<file path="src/rtl/vga_timing_pkg.sv">
// Shared VGA 640x480@60 timing defaults, derived totals/sync windows and the
// coordinate type used by the raster generator and its consumers.
package vga_timing_pkg;

    typedef logic [9:0] coord_t;

    localparam int DEF_CLK_DIV    = 2;
    localparam int DEF_H_VISIBLE  = 640;
    localparam int DEF_H_FRONT    = 16;
    localparam int DEF_H_SYNC     = 96;
    localparam int DEF_H_BACK     = 48;
    localparam int DEF_V_VISIBLE  = 480;
    localparam int DEF_V_FRONT    = 10;
    localparam int DEF_V_SYNC     = 2;
    localparam int DEF_V_BACK     = 33;
    localparam int DEF_SYNC_DELAY = 1;

    localparam int DEF_H_TOTAL      = DEF_H_VISIBLE + DEF_H_FRONT + DEF_H_SYNC + DEF_H_BACK;
    localparam int DEF_V_TOTAL      = DEF_V_VISIBLE + DEF_V_FRONT + DEF_V_SYNC + DEF_V_BACK;
    localparam int DEF_H_SYNC_START = DEF_H_VISIBLE + DEF_H_FRONT;
    localparam int DEF_H_SYNC_END   = DEF_H_SYNC_START + DEF_H_SYNC;
    localparam int DEF_V_SYNC_START = DEF_V_VISIBLE + DEF_V_FRONT;
    localparam int DEF_V_SYNC_END   = DEF_V_SYNC_START + DEF_V_SYNC;

    // Half-open window test: lo <= c < hi.
    function automatic logic in_range(input coord_t c, input coord_t lo, input coord_t hi);
        return (c >= lo) && (c < hi);
    endfunction

endpackage

</file>
<file path="src/rtl/vga_timing_if.sv">
// Raster timing bundle from the timing generator to the colour generator / game logic.
interface vga_timing_if;
    import vga_timing_pkg::*;

    logic   pix_en;
    coord_t x;
    coord_t y;
    logic   bright;
    logic   hsync;
    logic   vsync;
    logic   frame_tick;

    modport master (output pix_en, x, y, bright, hsync, vsync, frame_tick);
    modport slave  (input  pix_en, x, y, bright, hsync, vsync, frame_tick);

endinterface

</file>
<file path="src/rtl/vga_timing_gen_pix_en_div.sv">
// Pixel-rate enable: one-clk pulse every CLK_DIV system clocks.
module vga_pix_en_div #(
    parameter int CLK_DIV = 2
) (
    input  logic clk,
    input  logic resetn,
    output logic pix_en
);

    localparam int DIV_W = (CLK_DIV > 1) ? $clog2(CLK_DIV) : 1;
    localparam logic [DIV_W-1:0] DIV_LAST = DIV_W'(CLK_DIV - 1);

    logic [DIV_W-1:0] div_cnt;

    // Registered decode keeps pix_en low in reset even when CLK_DIV is 1.
    always_ff @(posedge clk or negedge resetn) begin
        if (!resetn) begin
            div_cnt <= '0;
            pix_en  <= 1'b0;
        end else begin
            pix_en  <= (div_cnt == DIV_LAST);
            div_cnt <= (div_cnt == DIV_LAST) ? '0 : div_cnt + DIV_W'(1);
        end
    end

endmodule

</file>
<file path="src/rtl/vga_timing_gen.sv">
// VGA raster timing: h/v counters on the pixel enable, registered coordinates and
// blanking, sync pulses delayed to line up with the registered RGB, frame tick.
module vga_timing_gen
    import vga_timing_pkg::*;
#(
    parameter int CLK_DIV    = DEF_CLK_DIV,
    parameter int H_VISIBLE  = DEF_H_VISIBLE,
    parameter int H_FRONT    = DEF_H_FRONT,
    parameter int H_SYNC     = DEF_H_SYNC,
    parameter int H_BACK     = DEF_H_BACK,
    parameter int V_VISIBLE  = DEF_V_VISIBLE,
    parameter int V_FRONT    = DEF_V_FRONT,
    parameter int V_SYNC     = DEF_V_SYNC,
    parameter int V_BACK     = DEF_V_BACK,
    parameter int SYNC_DELAY = DEF_SYNC_DELAY
) (
    input  logic         clk,
    input  logic         resetn,
    vga_timing_if.master vga
);

    localparam coord_t H_VIS_C = coord_t'(H_VISIBLE);
    localparam coord_t H_LAST  = coord_t'(H_VISIBLE + H_FRONT + H_SYNC + H_BACK - 1);
    localparam coord_t H_SS    = coord_t'(H_VISIBLE + H_FRONT);
    localparam coord_t H_SE    = coord_t'(H_VISIBLE + H_FRONT + H_SYNC);
    localparam coord_t V_VIS_C = coord_t'(V_VISIBLE);
    localparam coord_t V_LAST  = coord_t'(V_VISIBLE + V_FRONT + V_SYNC + V_BACK - 1);
    localparam coord_t V_SS    = coord_t'(V_VISIBLE + V_FRONT);
    localparam coord_t V_SE    = coord_t'(V_VISIBLE + V_FRONT + V_SYNC);

    logic   pix_en;
    coord_t h_cnt;
    coord_t v_cnt;
    coord_t x_q;
    coord_t y_q;
    logic   bright_q;
    logic   tick_q;
    logic   bright_d;
    logic   hs_raw;
    logic   vs_raw;
    logic   tick_d;

    // Stage 0 is aligned with x/y; each further stage adds one pixel of lag.
    logic [SYNC_DELAY:0] hs_pipe;
    logic [SYNC_DELAY:0] vs_pipe;

    vga_pix_en_div #(
        .CLK_DIV(CLK_DIV)
    ) u_div (
        .clk    (clk),
        .resetn (resetn),
        .pix_en (pix_en)
    );

    always_ff @(posedge clk or negedge resetn) begin
        if (!resetn) begin
            h_cnt <= '0;
            v_cnt <= '0;
        end else if (pix_en) begin
            if (h_cnt == H_LAST) begin
                h_cnt <= '0;
                v_cnt <= (v_cnt == V_LAST) ? '0 : v_cnt + 10'd1;
            end else begin
                h_cnt <= h_cnt + 10'd1;
            end
        end
    end

    always_comb begin
        bright_d = (h_cnt < H_VIS_C) && (v_cnt < V_VIS_C);
        hs_raw   = !in_range(h_cnt, H_SS, H_SE);
        vs_raw   = !in_range(v_cnt, V_SS, V_SE);
        // Fires on the same edge that loads y = V_VISIBLE with x = 0.
        tick_d   = pix_en && (h_cnt == '0) && (v_cnt == V_VIS_C);
    end

    always_ff @(posedge clk or negedge resetn) begin
        if (!resetn) begin
            x_q      <= '0;
            y_q      <= '0;
            bright_q <= 1'b0;
            tick_q   <= 1'b0;
            hs_pipe  <= '1;
            vs_pipe  <= '1;
        end else begin
            tick_q <= tick_d;
            if (pix_en) begin
                x_q        <= h_cnt;
                y_q        <= v_cnt;
                bright_q   <= bright_d;
                hs_pipe[0] <= hs_raw;
                vs_pipe[0] <= vs_raw;
                for (int i = 1; i <= SYNC_DELAY; i++) begin
                    hs_pipe[i] <= hs_pipe[i-1];
                    vs_pipe[i] <= vs_pipe[i-1];
                end
            end
        end
    end

    assign vga.pix_en     = pix_en;
    assign vga.x          = x_q;
    assign vga.y          = y_q;
    assign vga.bright     = bright_q;
    assign vga.hsync      = hs_pipe[SYNC_DELAY];
    assign vga.vsync      = vs_pipe[SYNC_DELAY];
    assign vga.frame_tick = tick_q;

endmodule

</file>
<file path="src/flat_wrapper.sv">
// flat-port wrapper written by rule: the top's interface ports become plain ports
module vga_timing_gen_flat import vga_timing_pkg::*;
#(
    parameter int CLK_DIV    = DEF_CLK_DIV,
    parameter int H_VISIBLE  = DEF_H_VISIBLE,
    parameter int H_FRONT    = DEF_H_FRONT,
    parameter int H_SYNC     = DEF_H_SYNC,
    parameter int H_BACK     = DEF_H_BACK,
    parameter int V_VISIBLE  = DEF_V_VISIBLE,
    parameter int V_FRONT    = DEF_V_FRONT,
    parameter int V_SYNC     = DEF_V_SYNC,
    parameter int V_BACK     = DEF_V_BACK,
    parameter int SYNC_DELAY = DEF_SYNC_DELAY
)
  (clk, resetn, vga_pix_en, vga_x, vga_y, vga_bright, vga_hsync, vga_vsync, vga_frame_tick);
  vga_timing_if vga_i ();
  input  logic clk;
  input  logic resetn;
  output wire logic [$bits(vga_i.pix_en)-1:0] vga_pix_en;
  output wire logic [$bits(vga_i.x)-1:0] vga_x;
  output wire logic [$bits(vga_i.y)-1:0] vga_y;
  output wire logic [$bits(vga_i.bright)-1:0] vga_bright;
  output wire logic [$bits(vga_i.hsync)-1:0] vga_hsync;
  output wire logic [$bits(vga_i.vsync)-1:0] vga_vsync;
  output wire logic [$bits(vga_i.frame_tick)-1:0] vga_frame_tick;
  assign vga_pix_en = vga_i.pix_en;
  assign vga_x = vga_i.x;
  assign vga_y = vga_i.y;
  assign vga_bright = vga_i.bright;
  assign vga_hsync = vga_i.hsync;
  assign vga_vsync = vga_i.vsync;
  assign vga_frame_tick = vga_i.frame_tick;
  vga_timing_gen #(.CLK_DIV(CLK_DIV), .H_VISIBLE(H_VISIBLE), .H_FRONT(H_FRONT), .H_SYNC(H_SYNC), .H_BACK(H_BACK), .V_VISIBLE(V_VISIBLE), .V_FRONT(V_FRONT), .V_SYNC(V_SYNC), .V_BACK(V_BACK), .SYNC_DELAY(SYNC_DELAY)) u_core (.clk(clk), .resetn(resetn), .vga(vga_i));
endmodule
</file>
<file path="config.mk">
export PLATFORM = sky130hd
export DESIGN_NAME = vga_timing_gen_flat
export DESIGN_NICKNAME = d
export VERILOG_FILES = /design/src/rtl/vga_timing_pkg.sv /design/src/rtl/vga_timing_if.sv /design/src/rtl/vga_timing_gen_pix_en_div.sv /design/src/rtl/vga_timing_gen.sv /design/src/flat_wrapper.sv
export SDC_FILE = /design/constraint.sdc
export NUM_CORES = 1
export LEC_CHECK = 0
export CAP_MARGIN = 20
export CELL_PAD_IN_SITES_DETAIL_PLACEMENT = 1
export CELL_PAD_IN_SITES_GLOBAL_PLACEMENT = 2
export CORE_ASPECT_RATIO = 1.5
export CORE_MARGIN = 2
export CORE_UTILIZATION = 34
export CTS_BUF_LIST = sky130_fd_sc_hd__clkbuf_8
export DETAILED_ROUTE_END_ITERATION = 8
export PLACE_DENSITY = 0.73
export REMOVE_ABC_BUFFERS = 1
export SLEW_MARGIN = 20
export SYNTH_ARGS = -nofsm -noshare
export SYNTH_HDL_FRONTEND = slang
export SYNTH_SLANG_ARGS = --single-unit
</file>
<file path="constraint.sdc">
create_clock -name clk -period 1.79 [get_ports clk]
set_clock_uncertainty 0.15 [all_clocks]
set_input_delay 0.537 -clock clk [delete_from_list [all_inputs] [get_ports clk]]
set_output_delay 0.537 -clock clk [all_outputs]
set_load 0.05 [all_outputs]
</file>
# == After elaboration in Yosys (flattened, before gate mapping) ==
# Index checks and enable logic that the tools add are counted.
# word_totals
register_bits,48
latchBits,0
ram_bits,0
rom_bits,0
input_bits,2
out_inout_bits,25
elab_cells,34
memories,0
# op_classes
add_sub_neg,3
multipliers,0
div_mod_pow,0
order_cmp,6
n_eq_ne,3
shifts,0
mux,3
n_bitwise,0
reduce_logical,9
# ops
op,n
"10-bit by 1-bit adder with 10-bit output, second input constant",2
"10-bit == test, second input constant",2
"10-bit < comparator, second input constant",2
"10-bit by 9-bit < comparator with 1-bit output, second input constant",2
10-bit 2-to-1 mux,2
"10-bit by 9-bit == test with 1-bit output, second input constant",1
"10-bit >= comparator, second input constant",1
"10-bit by 9-bit >= comparator with 1-bit output, second input constant",1
10-bit logical NOT,1
1-bit logical AND,5
1-bit logical NOT,2
2-bit AND reduction,1
"1-bit adder, second input constant",1
1-bit 2-to-1 mux,1

# == Depth between registers and ports, before layout ==
# Gate-level depths: netlist (run 1).
# depth
depth_word,3
mapped_depth,6
mapped_depth_nobuf,6

# == Hierarchy ==
# A second synthesis (run 1) with hierarchy kept.
# unflattened
hier_cells,181
area_unflattened_um2,2157.1
# by_module_without_submodules
mod,n_inst,cells_each,area_per_inst_um2,seq_area_each_um2
vga_timing_gen,1,178,2103.3,1156.1
vga_pix_en_div,1,3,53.8,50.0

# == Least setup slack after synthesis (run 1) ==
# OpenSTA, ideal clock, no wires.
# synth_path
path_kind,register -> register
from,register u_core.u_div.pix_en
to,register u_core.v_cnt[4]
setup_ns,0.127
t_arrival_ns,1.815
t_required_ns,1.513
setup_slack_ns,-0.302
stages_incl_launch_ff,6
n_path_buf,1
synth_period_minus_slack_ns,2.092
cell_sequence,dfrtp_1 -> buf_2 -> nand3_1 -> nor3_4 -> and4_2 -> mux2_1
# synth_between
elab_chain_cells,1
# synth_rtl
item,line_no,rtl
"start, declared",vga_timing_gen_pix_en_div.sv:7,output logic pix_en
"start signal, assigned",vga_timing_gen_pix_en_div.sv:21,pix_en <= (div_cnt == DIV_LAST);
2-bit AND reduction (no line),--,
"end signal, assigned",vga_timing_gen.sv:62,v_cnt <= (v_cnt == V_LAST) ? '0 : v_cnt + 10'd1;
"end, declared",vga_timing_gen.sv:33,coord_t v_cnt;
# No other way between the ends.
# A chain may end at the register's enable or synchronous reset.

# == Worst setup path in the final report (run 1) ==
# layout_path
from,register u_core.h_cnt[5]
to,register u_core.v_cnt[4]
# layout_between
elab_chain_cells,2
# layout_rtl
item,line_no,rtl
"start, declared",vga_timing_gen.sv:32,coord_t h_cnt;
"start signal, assigned",vga_timing_gen.sv:64,h_cnt <= h_cnt + 10'd1;
10-bit == test,vga_timing_gen.sv:60,if (h_cnt == H_LAST) begin
2-bit AND reduction (no line),--,
# No other way between the ends.

==> metrics.cfg, run 1 <==
[clock_network]
cts_max_level=2
cts_tree=done
cts.sinks=48
clockRootBuffer=clkbuf_8
clk_pin_slew_worst_paths_ps=100
cts_buffers=5
cts_buffer_depth=2
insertion_delay_ps=310

[synthesis]
synth_cell_types=38
synthCells=187
synth_edf_count=0
synth_ff_type=dfrtp_1
seq_area_frac_synth_pct=55.79
async_flop_share_pct=100.0
netlist_area_sq_um=2162
ys_warn_count=0
ys_seq_elements=48
avgSynthCellArea_sq_um=11.56

[critical_path]
reg2reg_from=u_core.h_cnt[5]$_DFFE_PN0P_
ff2ff_path_depth=4
crit_path_max_fanout=3
rrSetupSlack_ps=-10
crit_path_cell_trace=or3_4, nor3_4, and4_4, mux2_4
cp-start-kind=flip-flop
cpPeakStageDelay_ps=400
cp.arrival_ps=1850
crit_slowest_cell=or3_4
r2r_end=u_core.v_cnt[4]$_DFFE_PN0P_
crit_type=flip-flop to flip-flop
required_ps=1830
endpoint_kind=flip-flop

[floorplanning]
die_area_sq_um=7026
floorplan.initialDensity_pct=35.27
row_count=35
coreArea_sq_um=6131
die_h_um=101.7
io_pins=27
die_x_um=69.11

[power]
ir_drop_mv=0.4374
p_total_mw=1.890
p_leak_nw=1.399
p_per_area_nw_per_um2=596.4

[route]
top_layer=met4
wl_met2_um=3362
dr_total_vias=1638
routed_wl_um=5631
routedWlPerCell_um=17.65
drt-met1-wl_um=2090
drc=0
drt_pass1_iterations=4
routed_via_density=5.135
drt_iter0_drc=56
ant_nets=0
wl_met3_um=83

[timing]
slew_viol_final=0
finalHoldViolCount=0
min_period_ps=1805
max_freq_mhz=554.0
setup_tns_ps=-14.98
rsz0062_at_grt=yes
holdWs_ps=241.8
relSlewSlack_pct=76.01
period_share_pct=100.8
finalSetupViolations=1
fin_ws_ps=-14.98
worst_pin_slew_ps=356.9

[run_status]
violations=negative setup slack
status=finished with violations

[place]
io_buffers=26
place.gp.congestion=0.8539
dpl_cell_area_sq_um=2945
dp_hpwl_um=4040

[job]
cap_violations=0

[grt]
grt_use_total_pct=16.73
grt_max_degree=30
overflow=0
grt_pass1_vias=1863
antenna_found_initial=0
grt_pass1_wl_um=9301

[cells_and_area]
n_antenna_cell=0
layout.nets=250
area_growth_pct=46.59
fin_util_pct=51.69
final.fill_count=645
drive_gt1_share_pct=42.04
fin_area_sq_um=3169

[hold_path]
holdCritPathClass=flip-flop to flip-flop
hold_depth=0
hp-start=u_core.u_div.div_cnt$_DFF_PN0_
whs_endpoint=u_core.u_div.pix_en$_DFF_PN0_

-- worst max-delay path: cells and delay by family, from the launching register on --
kind	cells	cell delay (ps)
AND/OR/NAND/NOR	3	860
multiplexers	1	290
flip-flops	1	390
-- cell families after synthesis --
logic type | share of synthesized area [%]
AO/OA/AOI/OAI | 6.481
flip-flops | 55.79
multiplexers | 11.98
XOR/XNOR | 3.241
AND/OR/NAND/NOR | 16.32
adder cells (fa/ha/maj) | 2.315
buffers and inverters | 3.877
-- layout make-up --
| class | count | area (sq um) | share of cell area (%) |
|---|---|---|---|
| sequential | 48 | 1207 | 38.10 |
| clock inverter | 3 | 38.79 | 1.224 |
| clock buffer | 5 | 68.82 | 2.171 |
| timing repair buffer | 59 | 809.5 | 25.54 |
| multi-input combinational | 121 | 918.4 | 28.98 |
| tap | 74 | 92.59 | 2.921 |
| inverter | 9 | 33.78 | 1.066 |
-- through the flow --
step                      setup slack [ps]  instances
final                               -14.98        319
after global routing                -61.71        319
after CTS                           -86.61        317
after detailed placement            -88.14        306
after global placement             0.01377        306
after floorplan                      -1014        178
-- how the worst max path moves through the flow --
stage / from / endpoint / slack [ps] / depth (start not counted)
floorplan: u_core.u_div.pix_en$_DFF_PN0_ / u_core.v_cnt[4]$_DFFE_PN0P_ / -1010 / 4
global placement: u_core.h_cnt[0]$_DFFE_PN0P_ / u_core.v_cnt[9]$_DFFE_PN0P_ / 0.01 / 7
detailed placement: u_core.h_cnt[0]$_DFFE_PN0P_ / u_core.v_cnt[9]$_DFFE_PN0P_ / -90 / 7
CTS: u_core.h_cnt[5]$_DFFE_PN0P_ / u_core.v_cnt[4]$_DFFE_PN0P_ / -90 / 4
global route: u_core.h_cnt[5]$_DFFE_PN0P_ / u_core.v_cnt[9]$_DFFE_PN0P_ / -60 / 6
finish: u_core.h_cnt[5]$_DFFE_PN0P_ / u_core.v_cnt[4]$_DFFE_PN0P_ / -10 / 4
-- power by group --
group / total [mW] / internal [mW] / switching [mW]
clock: 0.776 / 0.409 / 0.366
combinational: 0.0307 / 0.00810 / 0.0226
sequential: 1.08 / 1.08 / 0
total: 1.89 / 1.50 / 0.389
-- cells in the final DEF (no fill, tap or decap), types with 4 or more instances in the layout --
master | netlist | layout
buf_4 | 1 | 26
dfstp_2 | 4 | 4
dfrtp_1 | 44 | 43
nand2_1 | 13 | 13
mux2_2 | 22 | 22
nor2_1 | 12 | 12
nor4_1 | 7 | 6
clkbuf_8 | 0 | 5
inv_1 | 9 | 10
o21ai_0 | 9 | 6
xnor2_1 | 7 | 7
nand4_1 | 5 | 5
buf_12 | 0 | 27
a22o_1 | 4 | 4
nor3_1 | 9 | 9
-- Yosys cell counts (all sizes together), types with 3 or more instances --
cell	count	area share, %
dfrtp	44	51
mux2	23	12
nand2	13	2.3
nor2	12	2.1
nor3	10	2.8
inv	9	1.6
o21ai	9	2.1
buf	8	2.1
nor4	7	2.0
xnor2	7	2.8
nand4	5	1.4
a22o	4	1.6
dfstp	4	4.9
ha	4	2.3
nand3	4	0.93
a21oi	3	0.69
-- routing by layer --
metal  GRT usage [%]  up-vias
met5               0        -
met4           6.335        0
met3           2.488        6
met2           32.99       15
met1           17.78      847
li1                -      770
-- state kept, by name, summed over array words and instances (netlist names) --
name / cells
u_core.h_cnt: 10
u_core.v_cnt: 10
u_core.vga.x: 10
u_core.vga.y: 10
u_core.hs_pipe: 2
u_core.vs_pipe: 2
u_core.u_div.div_cnt: 1
u_core.u_div.pix_en: 1
u_core.vga.bright: 1
u_core.vga.frame_tick: 1
-- timing repair --
item                                    4_1_cts  5_1_grt
gates resized for setup                      12        5
buffers inserted                              2        1
hold buffers                                  1        0
gates cloned                                  0        1
hold endpoints to repair                      3        0
pin swaps                                     8        2
endpoints found under the setup margin        9       10
(Power assumes the default switching activity.)
==> run 2, diff against run 1 <==
--- a/config.mk
+++ b/config.mk
@@ -6,4 +6,5 @@
 export NUM_CORES = 1
 export LEC_CHECK = 0
+export ABC_CLOCK_PERIOD_IN_PS = 1790
 export CAP_MARGIN = 20
 export CELL_PAD_IN_SITES_DETAIL_PLACEMENT = 1
--- a/constraint.sdc
+++ b/constraint.sdc
@@ -3,3 +3,3 @@
 set_input_delay 0.537 -clock clk [delete_from_list [all_inputs] [get_ports clk]]
 set_output_delay 0.537 -clock clk [all_outputs]
-set_load 0.05 [all_outputs]
+set_load 0.01 [all_outputs]
==> run 2 against run 1 <==
The flow still finishes with violations (negative setup slack). Highest routed layer unchanged. Combinational power decreased by 12%. Flip-flop and latch count is the same. Die area is the same. Via count fell by 1.2%. Worst setup slack worse by 4.2 ps. First-iteration DRC count fell by 38%. Register-to-register slack about the same. Critical path type unchanged. Wire length down 6.6%. Power up 0.67%. Critical endpoint unchanged. Hold slack worse by 190 ps. Global-route usage shrank 0.85 points.
==> metrics.cfg, run 2 (synthesized netlist as in run 1, its figures left out) <==
[run_status]
status=finished with violations  ; unchanged
violations=negative setup slack  ; unchanged

[clock_network]
cts_tree=done  ; unchanged
cts_max_level=2  ; unchanged
ctsHoldBuffers=0  ; was 1
insertion_delay_ps=300  ; was 310 ps
clockRootBuffer=clkbuf_8  ; unchanged
cts_buffers=5  ; unchanged
cts.sinks=48  ; unchanged
cts_buffer_depth=2  ; unchanged
clk_pin_slew_worst_paths_ps=90  ; was 100 ps

[timing]
setup_tns_ps=-19.21  ; was -14.98 ps
fin_ws_ps=-19.21  ; was -14.98 ps
finalHoldViolCount=0  ; unchanged
rsz0062_at_grt=yes  ; unchanged
min_period_ps=1809  ; was 1805 ps
period_share_pct=101.1  ; was 100.8%
holdWs_ps=50.21  ; was 241.8 ps
worst_pin_slew_ps=385.6  ; was 356.9 ps
max_freq_mhz=552.7  ; was 554.0 MHz
relSlewSlack_pct=74.08  ; was 76.01%
slew_viol_final=0  ; unchanged
finalSetupViolations=1  ; unchanged

[floorplanning]
die_x_um=69.11  ; unchanged
die_area_sq_um=7026  ; unchanged
coreArea_sq_um=6131  ; unchanged
row_count=35  ; unchanged
die_h_um=101.7  ; unchanged
floorplan.initialDensity_pct=35.27  ; unchanged
io_pins=27  ; unchanged

[route]
dr_total_vias=1618  ; was 1638
routed_wl_um=5259  ; was 5631 um
routed_via_density=5.088  ; was 5.135
routedWlPerCell_um=16.54  ; was 17.65 um
drt_iter0_drc=35  ; was 56
drt_pass1_iterations=2  ; was 4
drc=0  ; unchanged
ant_nets=0  ; unchanged

[cells_and_area]
final.fill_count=697  ; was 645
layout.nets=249  ; was 250
final_common_cell=dfrtp_1  ; unchanged
final_cell_mix=43 x dfrtp_1, 28 x buf_4, 23 x dlygate4sd2_1  ; was 43 x dfrtp_1, 27 x buf_12, 26 x buf_4
seqCellArea_sq_um=1207  ; unchanged
drive_gt1_share_pct=33.61  ; was 42.04%
n_antenna_cell=0  ; unchanged
multi_input_area_sq_um=908.4  ; was 918.4 sq um
fin_util_pct=46.22  ; was 51.69%
area_growth_pct=31.08  ; was 46.59%

[grt]
grt_max_degree=49  ; was 30
grt_use_total_pct=15.88  ; was 16.73%
antenna_found_initial=0  ; unchanged
grt_pass1_wl_um=8818  ; was 9301 um
grt_pass1_vias=1751  ; was 1863
overflow=0  ; unchanged

[critical_path]
crit_path_start=u_core.h_cnt[6]$_DFFE_PN0P_  ; was u_core.h_cnt[5]$_DFFE_PN0P_
cp.arrival_ps=1850  ; about the same
cp-start-kind=flip-flop  ; unchanged
reg2reg_from=u_core.h_cnt[6]$_DFFE_PN0P_  ; was u_core.h_cnt[5]$_DFFE_PN0P_
rrSetupSlack_ps=-20  ; was -10 ps
crit_type=flip-flop to flip-flop  ; unchanged
required_ps=1830  ; about the same
ff2ff_path_depth=4  ; unchanged
r2r_end=u_core.v_cnt[4]$_DFFE_PN0P_  ; unchanged
crit_path_max_fanout=3  ; unchanged
endpoint_kind=flip-flop  ; unchanged

[hold_path]
holdCritPathClass=primary input to asynchronous set/reset pin  ; was flip-flop to flip-flop

[power]
p_leak_nw=1.329  ; was 1.399 nW
ir_drop_mv=0.3887  ; was 0.4374 mV
p_per_area_nw_per_um2=671.4  ; was 596.4 nW/um^2

[place]
dp_hpwl_um=3753  ; was 4040 um
io_buffers=26  ; unchanged
place.gp.congestion=0.8517  ; was 0.8539

[job]
cap_violations=0  ; unchanged

run 2: power breakdown:
| group | internal (mW) | switching (mW) |
|---|---|---|
| registers | 1.08 | 0 |
| logic | 0.00542 | 0.0215 |
| clock network | 0.414 | 0.378 |
run 2: area by class of cell:
type	count	share of cell area [%]
clock buffer	5	2.428
clock inverter	3	1.501
inverter	9	1.192
multi-input combinational	121	32.05
sequential	48	42.60
tap	74	3.267
timing repair buffer	58	16.95
run 2: worst max path at each step:
stage	slack [ps]	to	depth (start not counted)
floorplan	-740	u_core.v_cnt[4]$_DFFE_PN0P_	4
global placement	10	u_core.vga.frame_tick$_DFF_PN0_	5
detailed placement	-20	u_core.v_cnt[9]$_DFFE_PN0P_	7
CTS	-20	u_core.v_cnt[9]$_DFFE_PN0P_	6
global route	-70	u_core.v_cnt[4]$_DFFE_PN0P_	4
finish	-20	u_core.v_cnt[4]$_DFFE_PN0P_	4
run 2: timing repair:
action / 4_1_cts / 5_1_grt
pin swaps: 0 / 5
resized for setup: 30 / 13
endpoints found under the setup margin: 34 / 11
gates cloned: 0 / 0
buffers inserted: 1 / 4
run 2: per-stage QoR:
| stage | instances | total power [mW] | cell area [sq um] | setup WS [ps] |
|---|---|---|---|---|
| floorplan | 178 | 1.105 | 2112 | -736.4 |
| global placement | 305 | 1.132 | 2675 | 9.605 |
| detailed placement | 305 | 1.134 | 2675 | -22.37 |
| CTS | 314 | 1.932 | 2774 | -23.77 |
| global route | 318 | 1.991 | 2834 | -67.35 |
| finish | 318 | 1.903 | 2834 | -19.21 |
run 2: layer usage:
layer	vias up	global-route usage [%]	part of all wire [%]
met5	-	0	0
met4	0	6.033	1.5
met3	7	2.786	2.1
met2	19	30.03	56
met1	825	17.69	41
li1	767	-	-
run 2: critical path, stage by stage, from the launching register on:
cell and delay [ps]:
dfrtp_1 410, or3_4 390, nor3_4 190, and4_4 260
mux2_4 290
==> run 3, diff against run 2 <==
- ABC_CLOCK_PERIOD_IN_PS: 1790 -> 1500
- clock period: 1.79 -> 1.5 ns (I/O delays scaled with it)
==> run 3 against run 2 <==
The flow still finishes with violations (negative setup slack). Maximum frequency grew 0.64%. Sequential power grew 19%. Worst setup slack lost 280 ps. Sequential share of layout area shrank 6.4 points. Non-clock buffer count grew 40. Wire length grew 24%.
==> metrics.cfg, run 3 (synthesized netlist as in run 1, its figures left out) <==
[timing]
finalSetupViolations=26  ; was 1
slew_viol_final=0  ; unchanged
fin_ws_ps=-297.8  ; was -19.21 ps
setup_tns_ps=-3504  ; was -19.21 ps
rsz0062_at_grt=yes  ; unchanged
relSlewSlack_pct=75.10  ; was 74.08%
period_share_pct=119.9  ; was 101.1%
max_freq_mhz=556.2  ; was 552.7 MHz
min_period_ps=1798  ; was 1809 ps
finalHoldViolCount=0  ; unchanged
holdWs_ps=240.1  ; was 50.21 ps
worst_pin_slew_ps=370.5  ; was 385.6 ps

[critical_path]
cp_num_buf_inv=0  ; unchanged
cp.arrival_ps=1830  ; was 1850 ps
cp_top_family=simple AND/OR/NAND/NOR gates  ; unchanged
crit_type=flip-flop to flip-flop  ; unchanged
crit_path_cell_trace=or3_4, nor3_4, and4_4, mux2_4  ; unchanged
endpoint_kind=flip-flop  ; unchanged
crit_slowest_cell=or3_4  ; was dfrtp_1
cp-start-kind=flip-flop  ; unchanged
cpPeakStageDelay_ps=410  ; about the same
required_ps=1540  ; was 1830 ps
crit_path_max_fanout=3  ; unchanged

[cells_and_area]
drive_gt1_share_pct=58.45  ; was 33.61%
final.fill_count=678  ; was 697
final_common_cell=buf_4  ; was dfrtp_1
final_cell_mix=52 x buf_4, 43 x dfrtp_1, 22 x buf_2  ; was 43 x dfrtp_1, 28 x buf_4, 23 x dlygate4sd2_1
n_antenna_cell=0  ; unchanged
layout.nets=289  ; was 249
area_growth_pct=54.40  ; was 31.08%
fin_util_pct=54.45  ; was 46.22%
final_cells=358  ; was 318

[place]
pre_cts_ws_ps=-337.7  ; was -22.37 ps
dp_hpwl_um=4329  ; was 3753 um
io_buffers=26  ; unchanged
place.gp.congestion=0.8626  ; was 0.8517
dp_cells=322  ; was 305

[grt]
grt_max_degree=49  ; unchanged
grt_pass1_wl_um=10220  ; was 8818 um
antenna_found_initial=0  ; unchanged
grt_pass1_vias=1996  ; was 1751
grt_use_total_pct=18.39  ; was 15.88%
overflow=0  ; unchanged

[power]
internal_power_mw=1.665  ; was 1.503 mW
p_leak_nw=1.559  ; was 1.329 nW
p_sw_uw=452.0  ; was 399.6 uW
pwr-share-seq_pct=61.1  ; was 57.0%
p_clk_share_pct=37.3  ; was 41.6%
power_frac_comb_pct=1.6  ; was 1.4%
p_per_area_nw_per_um2=634.2  ; was 671.4 nW/um^2
switching_share_pct=21.35  ; was 21.00%
ir_drop_mv=0.2984  ; was 0.3887 mV

[clock_network]
clockRootBuffer=clkbuf_8  ; unchanged
clk_pin_slew_worst_paths_ps=90  ; about the same
cts.sinks=48  ; unchanged
cts_buffer_depth=2  ; unchanged
cts_buffers=5  ; unchanged
cts_tree=done  ; unchanged
insertion_delay_ps=300  ; about the same
cts_max_level=2  ; unchanged

[route]
drc=0  ; unchanged
drt_iter0_drc=53  ; was 35
routed_wl_um=6536  ; was 5259 um
dr_total_vias=1825  ; was 1618
ant_nets=0  ; unchanged
drt_pass1_iterations=4  ; was 2
routed_via_density=5.098  ; was 5.088
routedWlPerCell_um=18.26  ; was 16.54 um

[floorplanning]
row_count=35  ; unchanged
die_x_um=69.11  ; unchanged
die_area_sq_um=7026  ; unchanged
coreArea_sq_um=6131  ; unchanged
io_pins=27  ; unchanged
floorplan.initialDensity_pct=35.27  ; unchanged
die_h_um=101.7  ; unchanged

[job]
cap_violations=0  ; unchanged

[run_status]
violations=negative setup slack  ; unchanged
status=finished with violations  ; unchanged

[hold_path]
holdCritPathClass=flip-flop to flip-flop  ; was primary input to asynchronous set/reset pin

run 3: changes by cell type in the layout (fill, tap and decap cells not counted), moves of 3 or more:
| cell | before | now |
|---|---|---|
| buf_12 | 1 | 5 |
| buf_2 | 1 | 22 |
| buf_4 | 28 | 52 |
| buf_6 | 3 | 16 |
| dlygate4sd2_1 | 23 | 0 |
| nand2_1 | 13 | 10 |
| nand2_2 | 0 | 3 |
| nor3_1 | 9 | 6 |
| nor4_1 | 6 | 3 |
| nor4_4 | 0 | 3 |
run 3: per-layer routing:
metal	part of all wire, %	track usage (%)
met4	2.2	6.938
met5	0	0
met3	1.9	2.189
met2	57	36.54
met1	39	19.66
run 3: final cells by class:
| type | instances | area [sq um] | share of cell area (%) |
|---|---|---|---|
| clock buffer | 6 | 82.58 | 2.474 |
| clock inverter | 2 | 7.507 | 0.2249 |
| inverter | 9 | 38.79 | 1.162 |
| multi-input combinational | 121 | 1089 | 32.61 |
| sequential | 48 | 1207 | 36.17 |
| tap | 74 | 92.59 | 2.774 |
| timing repair buffer | 98 | 820.8 | 24.59 |
run 3: through the flow:
step / power [mW] / instance area (sq um)
global placement: 1.352 / 2803
CTS: 2.145 / 3095
finish: 2.117 / 3338
floorplan: 1.319 / 2112
global route: 2.195 / 3338
detailed placement: 1.353 / 2803
run 3: path summary, 6_finish.rpt:
| path | start | to | slack (ps) | cells past startpoint |
|---|---|---|---|---|
| min in group asynchronous | resetn | u_core.vga.frame_tick$_DFF_PN0_ | 510 | 3 |
| max in group asynchronous | resetn | u_core.vs_pipe[0]$_DFFE_PN1P_ | 400 | 3 |
| min | u_core.u_div.div_cnt$_DFF_PN0_ | u_core.u_div.pix_en$_DFF_PN0_ | 240 | 0 |
| min reg2reg | u_core.u_div.div_cnt$_DFF_PN0_ | u_core.u_div.pix_en$_DFF_PN0_ | 240 | 0 |
| max reg2reg | u_core.h_cnt[7]$_DFFE_PN0P_ | u_core.v_cnt[4]$_DFFE_PN0P_ | -300 | 4 |
| max | u_core.h_cnt[7]$_DFFE_PN0P_ | u_core.v_cnt[4]$_DFFE_PN0P_ | -300 | 4 |
run 3: timing repair:
item,in CTS,in global routing
hold endpoints to repair,44,0
setup endpoints to repair,43,34
resized for setup,143,30
cloned,0,1
buffers inserted,21,14
hold buffers,1,0
pin swaps,18,15
run 3: power by group through the flow:
stage          clock network (mW)  registers (mW)   logic (mW)
5_1_grt                     0.861            1.29       0.0403
3_5_place_dp                    0            1.32       0.0348
2_1_floorplan                   0            1.32  0.000000312
6_report                    0.789            1.29       0.0346
3_3_place_gp                    0            1.32       0.0331
4_1_cts                     0.815            1.29       0.0367
